===== src/rtl/cpu_ctrl.sv =====
// Multi-cycle CPU control unit: fetch/decode/execute sequencing, pc and writeback control.
// Optional retire counter output enabled by defining RETIRE_CNT_EN.
module cpu_ctrl #(
    parameter logic [15:0] RESET_PC = 16'h0000
) (
    input  logic        clk,
    input  logic        rst,
    output logic        mem_req,
    output logic [15:0] mem_addr,
    input  logic [15:0] mem_rdata,
    input  logic        mem_ack,
    output logic [15:0] ir,
    input  logic [4:0]  dec_type,
    output logic        alu_start,
    input  logic        alu_done,
    input  logic        br_taken,
    input  logic [15:0] rf_src,
    input  logic [15:0] ret_addr,
    output logic        rf_we,
    output logic [1:0]  wb_sel,
    output logic [15:0] mdr,
    output logic [15:0] pc
`ifdef RETIRE_CNT_EN
    ,
    output logic [31:0] retire_cnt
`endif
);

    localparam int unsigned W     = 16;
    localparam int unsigned IMM_W = 8;
    localparam int unsigned CNT_W = 32;

    localparam logic [3:0] OP_CMP  = 4'b1010;
    localparam logic [3:0] OP_LD   = 4'b1011;
    localparam logic [3:0] OP_BR   = 4'b1100;
    localparam logic [3:0] OP_JMP  = 4'b1101;
    localparam logic [3:0] OP_CALL = 4'b1110;
    localparam logic [3:0] OP_RET  = 4'b1111;

    localparam logic [4:0] DT_NOP = 5'b00000;
    localparam logic [4:0] DT_LDR = 5'b00100;
    localparam logic [4:0] DT_LDI = 5'b00101;

    localparam logic [1:0] SEL_ALU  = 2'b00;
    localparam logic [1:0] SEL_IMM  = 2'b01;
    localparam logic [1:0] SEL_MDR  = 2'b10;
    localparam logic [1:0] SEL_LINK = 2'b11;

    localparam logic [1:0] PC_HOLD = 2'b00;
    localparam logic [1:0] PC_REL  = 2'b01;
    localparam logic [1:0] PC_RET  = 2'b10;

    typedef enum logic [2:0] {
        S_FETCH  = 3'd0,
        S_DECODE = 3'd1,
        S_ALU    = 3'd2,
        S_MEM    = 3'd3,
        S_WB     = 3'd4
    } state_t;

    state_t        state, state_d;
    logic [1:0]    pc_act;
    logic [1:0]    sel_n;
    logic [3:0]    op;
    logic [W-1:0]  imm;
    logic          rd_ok;

    logic          mem_req_d, alu_start_d, rf_we_d;
    logic [W-1:0]  mem_addr_d, ir_d, mdr_d, pc_d;
    logic [1:0]    wb_sel_d;

    assign op    = ir[15:12];
    assign imm   = {{(W-IMM_W){ir[IMM_W-1]}}, ir[IMM_W-1:0]};
    // Acks only count while our own request is on the bus, so stale acks after reset are dropped.
    assign rd_ok = mem_req && mem_ack;

    // State register and all registered outputs.
    always_ff @(posedge clk) begin
        if (rst) begin
            state     <= S_FETCH;
            mem_req   <= 1'b0;
            mem_addr  <= RESET_PC;
            ir        <= '0;
            mdr       <= '0;
            pc        <= RESET_PC;
            alu_start <= 1'b0;
            rf_we     <= 1'b0;
            wb_sel    <= SEL_ALU;
        end else begin
            state     <= state_d;
            mem_req   <= mem_req_d;
            mem_addr  <= mem_addr_d;
            ir        <= ir_d;
            mdr       <= mdr_d;
            pc        <= pc_d;
            alu_start <= alu_start_d;
            rf_we     <= rf_we_d;
            wb_sel    <= wb_sel_d;
        end
    end

    // Next-state logic, including the pc action and writeback source chosen at dispatch.
    always_comb begin
        state_d = state;
        pc_act  = PC_HOLD;
        sel_n   = SEL_ALU;
        case (state)
            S_FETCH: begin
                if (rd_ok) state_d = S_DECODE;
            end
            S_DECODE: begin
                if (dec_type == DT_NOP) begin
                    state_d = S_FETCH;
                end else if (dec_type == DT_LDI) begin
                    state_d = S_WB;
                    sel_n   = SEL_IMM;
                end else begin
                    case (op)
                        OP_LD: begin
                            state_d = (dec_type == DT_LDR) ? S_MEM : S_FETCH;
                        end
                        OP_BR: begin
                            state_d = S_FETCH;
                            if (br_taken) pc_act = PC_REL;
                        end
                        OP_JMP: begin
                            state_d = S_FETCH;
                            pc_act  = PC_REL;
                        end
                        OP_CALL: begin
                            state_d = S_WB;
                            pc_act  = PC_REL;
                            sel_n   = SEL_LINK;
                        end
                        OP_RET: begin
                            state_d = S_FETCH;
                            pc_act  = PC_RET;
                        end
                        default: state_d = S_ALU;
                    endcase
                end
            end
            S_ALU: begin
                if (alu_done) state_d = (op == OP_CMP) ? S_FETCH : S_WB;
            end
            S_MEM: begin
                if (rd_ok) begin
                    state_d = S_WB;
                    sel_n   = SEL_MDR;
                end
            end
            S_WB:    state_d = S_FETCH;
            default: state_d = S_FETCH;
        endcase
    end

    // Next values of registered outputs and datapath registers.
    always_comb begin
        ir_d        = ir;
        mdr_d       = mdr;
        pc_d        = pc;
        wb_sel_d    = wb_sel;
        mem_addr_d  = mem_addr;
        mem_req_d   = (state_d == S_FETCH) || (state_d == S_MEM);
        alu_start_d = (state == S_DECODE) && (state_d == S_ALU);
        rf_we_d     = (state_d == S_WB);

        if (state == S_FETCH && rd_ok) begin
            ir_d = mem_rdata;
            pc_d = pc + W'(1);
        end
        if (state == S_MEM && rd_ok) mdr_d = mem_rdata;

        case (pc_act)
            PC_REL:  pc_d = pc + imm;
            PC_RET:  pc_d = ret_addr;
            default: ;
        endcase

        // wb_sel is latched on WB entry and held until the next writeback.
        if (state_d == S_WB && state != S_WB) wb_sel_d = sel_n;

        if (state_d == S_FETCH) begin
            mem_addr_d = pc_d;
        end else if (state == S_DECODE && state_d == S_MEM) begin
            mem_addr_d = rf_src;
        end
    end

`ifdef RETIRE_CNT_EN
    // Counts completed instructions: every re-entry into FETCH.
    always_ff @(posedge clk) begin
        if (rst) begin
            retire_cnt <= '0;
        end else if (state_d == S_FETCH && state != S_FETCH) begin
            retire_cnt <= retire_cnt + CNT_W'(1);
        end
    end
`endif

endmodule


===== config.mk =====
export PLATFORM = sky130hd
export DESIGN_NAME = cpu_ctrl
export DESIGN_NICKNAME = d
export VERILOG_FILES = /design/src/rtl/cpu_ctrl.sv
export SDC_FILE = /design/constraint.sdc
export NUM_CORES = 1
export LEC_CHECK = 0
export BUFFER_PORTS_ARGS = -buffer_cell sky130_fd_sc_hd__buf_2
export CORE_ASPECT_RATIO = 1.75
export CORE_UTILIZATION = 52
export DETAILED_ROUTE_END_ITERATION = 10
export HOLD_SLACK_MARGIN = 0.12
export PLACE_DENSITY = 0.9
export SLEW_MARGIN = 15
export SYNTH_ARGS = -nofsm -noshare
export SYNTH_HDL_FRONTEND = slang
export SYNTH_SLANG_ARGS = --single-unit

===== constraint.sdc =====
create_clock -name clk -period 3.3 [get_ports clk]
set_input_delay 0 -clock clk [delete_from_list [all_inputs] [get_ports clk]]
set_output_delay 0 -clock clk [all_outputs]
set_load 0.01 [all_outputs]

==> impl_summary.txt <==
----------------------------------------------------
[STA]
  Minimum setup slack in the final design ... 0.127 ns
  Final Critical Period ... 3.17 ns
  Final setup violating endpoints ... 0
  Final count of pins violating max slew ... 0
  Slew at the pin closest to its max-slew limit ... 0.860 ns
  Worst slew margin relative to its limit ... 42.2%
  Achievable Freq ... 0.315 GHz
  Number of hold-slack violations in the final timing report ... 0
  Final clock period utilization by the worst path ... 96.1%
  Aggregate negative setup slack ... 0 ns
  Unrepaired setup endpoints after global routing ... no
  Worst hold margin ... 0.133 ns
  Clock Skew ... 0.00541 ns

[Placed design]
  Last weighted congestion value of the routability-driven placer ... 1.02
  DPL Wire Length ... 11400 um
  Buffers on Ports ... 126
  Dpl ws ... 0.238 ns

[Die]
  Y dimension of the die ... 122 um
  Area enclosed by the die boundary ... 8550 sq um
  Io pins ... 127
  Starting Density ... 53.7%
  CORE AREA ... 7910 sq um
  DIE WIDTH ... 70.3 um
  # rows ... 43

[Power and ir drop]
  Leak pwr ... 2.47 nW
  Cell area power density ... 460 nW/um^2
  Highest ir drop seen on vdd ... 411 uV

[Job]
  Number of maximum-capacitance violations ... 0

[Global route]
  First-pass GRT wire length ... 23900 um
  Number of global-route vias before repair ... 4785
  Number of antenna violations at the first check in global routing ... 0
  Pin count of the biggest net entering global routing ... 42
  Grt total ovfl ... 0
  Global-route usage over all layers ... 36.6%

[Setup path]
  Cell family with the largest share of critical-path delay ... compound AO/OA/AOI/OAI gates
  Endpoint class of the critical path ... flop
  Reg-to-reg critical path startpoint ... state[0]
  Setup slack on the worst flop-to-flop path ... 0.13 ns
  Worst path arrival time ... 3.43 ns
  Critical path startpoint category ... flop
  Slowest CP cell ... sky130_fd_sc_hd__a2111oi_0
  Largest stage delay on the critical path ... 0.68 ns
  Setup Crit Path Kind ... flop to flop
  R2r worst-path depth ... 11
  Combined buffer and inverter count along the critical path ... 1
  Cell breakdown of the critical path ... nand2b_1, nor2_1, and4_1, nand3_1, inv_1, ha_1, nor2b_1, nand2_1, a2111oi_0, a211oi_1, a211oi_2
  Endpoint of the worst register-to-register path ... mem_addr[11]
  Data required time of the worst path ... 3.56 ns
  Largest fanout on the critical path ... 13

[CTS]
  TritonCTS clock tree ... yes
  Root buffer cell ... sky130_fd_sc_hd__clkbuf_16
  Level count of the clock H-tree ... 3
  Total clock sinks ... 72
  Clock latency of the later-clocked register in the worst-skew pair ... 0.34 ns
  Clk slew on worst S/H paths ... 0.06 ns
  Post-cts resize count ... 0
  Total CTS buffers ... 9
  Buffer count from post-CTS setup fixing ... 0
  Hold-fix buffers at CTS ... 28
  Clock buffer depth ... 2

[Synth]
  Area of the mapped netlist ... 4250 sq um
  EDFF count, synth ... 0
  Sequential element share of the synthesized area ... 33.9%
  Synthesis Warnings ... 0
  Count of distinct cell types in the synthesized netlist ... 64
  Dominant synthesized flop cell ... sky130_fd_sc_hd__dfxtp_1
  Gate Count Post-Synth ... 525
  Proportion of register bits with asynchronous set or reset after synthesis ... 0%
  Synthesized netlist net count ... 602
  Synthesized flop and latch total ... 72
  Mean Syn Cell Area ... 8.09 sq um

[Route]
  Total iterations of the first detailed-routing run ... 5
  Via count of the routed design ... 4863
  ANT nets after route ... 0
  Total wirelength of the detailed-routed design ... 15700 um
  Routed wirelength normalized by instance count ... 20.2 um
  DR DRC count ... 0
  Initial DRC count ... 315
  Via density per instance ... 6.26

[Min path]
  WHS Path Cells ... 4
  Path class of the lowest-slack min-delay path ... input port to flop
  Worst min-delay path endpoint ... mem_addr[14]
  Startpoint of the most critical hold path ... rf_src[14]

[Finish]
  Area growth, synth to finish ... 32.1%
  Share of post-route cells with drive strength above 1 ... 26.5%
  Number of nets in the layout ... 759
  Fillcell total ... 605
  # diodes ... 0

[Run status]
  Result of the run ... complete, no violations

----------------------------------------------------
flip-flops by register name, summed over array words and instances (netlist names):
name	cells
wb_sel	2
pc	16
state	3
mdr	16
mem_addr	16
ir	16
mem_req	1
alu_start	1
rf_we	1
cell usage in the layout (no fill, tap or decap), drive strengths merged, types with 3 or more instances in the layout:
cell type / count
nand2b: 4
a211oi: 27
a21o: 5
nand2: 92
and4: 3
a21oi: 65
dfxtp: 72
nor4: 8
mux2: 10
and3: 4
nor2: 31
nand4b: 4
xor2: 3
dlygate4sd3: 28
clkbuf: 11
a31oi: 7
o21ai: 15
a221oi: 5
a2111oi: 3
ha: 18
inv: 8
nor2b: 11
and2: 5
nand4: 5
nor3b: 7
xnor2: 15
buf: 145
mux2i: 8
nand3: 14
nor3: 15
o211ai: 4
Yosys cell counts, types with 2 or more instances:
cell | count | area [sq um]
sky130_fd_sc_hd__buf_1 | 2 | 7.51
sky130_fd_sc_hd__nand2b_1 | 4 | 25.0
sky130_fd_sc_hd__nand3_1 | 14 | 70.1
sky130_fd_sc_hd__dfxtp_1 | 72 | 1440
sky130_fd_sc_hd__mux2_1 | 4 | 45.0
sky130_fd_sc_hd__nand4b_1 | 4 | 35.0
sky130_fd_sc_hd__a211o_1 | 2 | 17.5
sky130_fd_sc_hd__mux2_2 | 6 | 67.6
sky130_fd_sc_hd__a31oi_1 | 7 | 43.8
sky130_fd_sc_hd__nand4_1 | 5 | 31.3
sky130_fd_sc_hd__and3_1 | 4 | 25.0
sky130_fd_sc_hd__nand2_1 | 92 | 345
sky130_fd_sc_hd__nor3b_1 | 6 | 45.0
sky130_fd_sc_hd__o21a_1 | 2 | 15.0
sky130_fd_sc_hd__nor2_1 | 30 | 113
sky130_fd_sc_hd__buf_4 | 2 | 15.0
sky130_fd_sc_hd__a21o_1 | 5 | 37.5
sky130_fd_sc_hd__or2_2 | 2 | 12.5
sky130_fd_sc_hd__ha_1 | 18 | 225
sky130_fd_sc_hd__a21oi_1 | 65 | 325
sky130_fd_sc_hd__a2111oi_0 | 3 | 26.3
sky130_fd_sc_hd__clkbuf_1 | 21 | 78.8
sky130_fd_sc_hd__inv_1 | 8 | 30.0
sky130_fd_sc_hd__nor4_1 | 6 | 37.5
sky130_fd_sc_hd__o221ai_1 | 2 | 17.5
sky130_fd_sc_hd__a221oi_1 | 5 | 43.8
sky130_fd_sc_hd__a211oi_2 | 8 | 100
sky130_fd_sc_hd__and2_1 | 5 | 31.3
sky130_fd_sc_hd__xor2_1 | 3 | 26.3
sky130_fd_sc_hd__and4_1 | 3 | 26.3
sky130_fd_sc_hd__mux2i_1 | 8 | 80.1
sky130_fd_sc_hd__o211ai_1 | 4 | 30.0
sky130_fd_sc_hd__o31ai_1 | 2 | 15.0
sky130_fd_sc_hd__o21ai_0 | 13 | 65.1
sky130_fd_sc_hd__a211oi_1 | 19 | 143
sky130_fd_sc_hd__nor2b_1 | 11 | 68.8
sky130_fd_sc_hd__nand4bb_1 | 2 | 22.5
sky130_fd_sc_hd__o21ai_1 | 2 | 10.0
sky130_fd_sc_hd__xnor2_1 | 15 | 131
sky130_fd_sc_hd__nor3_1 | 15 | 75.1
power by group:
group,switching [mW],total (mW),internal (mW)
combinational,0.322,0.551,0.229
clock,0.366,1.03,0.662
sequential,0.0647,1.00,0.939
per-stage QoR:
| stage | cell area, sq um | cells | power, mW | utilization (%) |
|---|---|---|---|---|
| floorplan | 4250 | 525 | 1.33 | - |
| global placement | 5010 | 733 | 1.50 | 63.4 |
| detailed placement | 5010 | 733 | 1.52 | 63.4 |
| CTS | 5610 | 777 | 2.57 | 70.9 |
| global route | 5610 | 777 | 2.66 | 70.9 |
| finish | 5610 | 777 | 2.58 | 70.9 |
cell families (layout without fill, tap and decap cells):
group	after synthesis	after routing	synth area share [%]
AO/OA/AOI/OAI	150	150	23.3
multiplexers	18	18	4.54
flip-flops	72	72	33.9
XOR/XNOR	18	18	3.71
buffers and inverters	35	197	3.48
adder cells (fa/ha/maj)	19	19	5.78
AND/OR/NAND/NOR	213	213	25.3
worst reg2reg max path, cell delays in order, from the launching register on:
cell,delay (ns)
sky130_fd_sc_hd__dfxtp_1,0.55
sky130_fd_sc_hd__nand2b_1,0.16
sky130_fd_sc_hd__nor2_1,0.18
sky130_fd_sc_hd__and4_1,0.28
sky130_fd_sc_hd__nand3_1,0.12
sky130_fd_sc_hd__inv_1,0.08
sky130_fd_sc_hd__ha_1,0.33
sky130_fd_sc_hd__nor2b_1,0.22
sky130_fd_sc_hd__nand2_1,0.09
sky130_fd_sc_hd__a2111oi_0,0.68
sky130_fd_sc_hd__a211oi_1,0.17
sky130_fd_sc_hd__a211oi_2,0.24
per-layer routing:
| layer | vias up | wire length, um | GRT usage (%) |
|---|---|---|---|
| met5 | - | 0 | 0 |
| met4 | 0 | 1200 | 29.4 |
| met2 | 265 | 8370 | 67.1 |
| li1 | 2235 | - | - |
| met3 | 85 | 874 | 6.53 |
| met1 | 2278 | 5270 | 35.0 |
how the worst max path moves through the flow:
stage,startpoint,end,slack [ns],cells after the start
after global placement,state[0],mem_addr[11],0.29,11
after detailed placement,state[0],mem_addr[11],0.24,11
after floorplan,state[2],mem_addr[14],0.80,11
final,state[0],mem_addr[11],0.13,11
after CTS,state[0],mem_addr[11],0.15,11
after global routing,state[0],mem_addr[11],0.04,11
area by class of cell:
type                       instances  area (sq um)  share of cell area, %
timing repair buffer             173          1050                   18.8
inverter                           8          30.0                  0.535
tap                               90           113                   2.01
clock buffer                      11           233                   4.15
clock inverter                     5          81.3                   1.45
multi-input combinational        418          2660                   47.4
sequential                        72          1440                   25.7
Note: power is estimated with default switching activity, not from simulation.
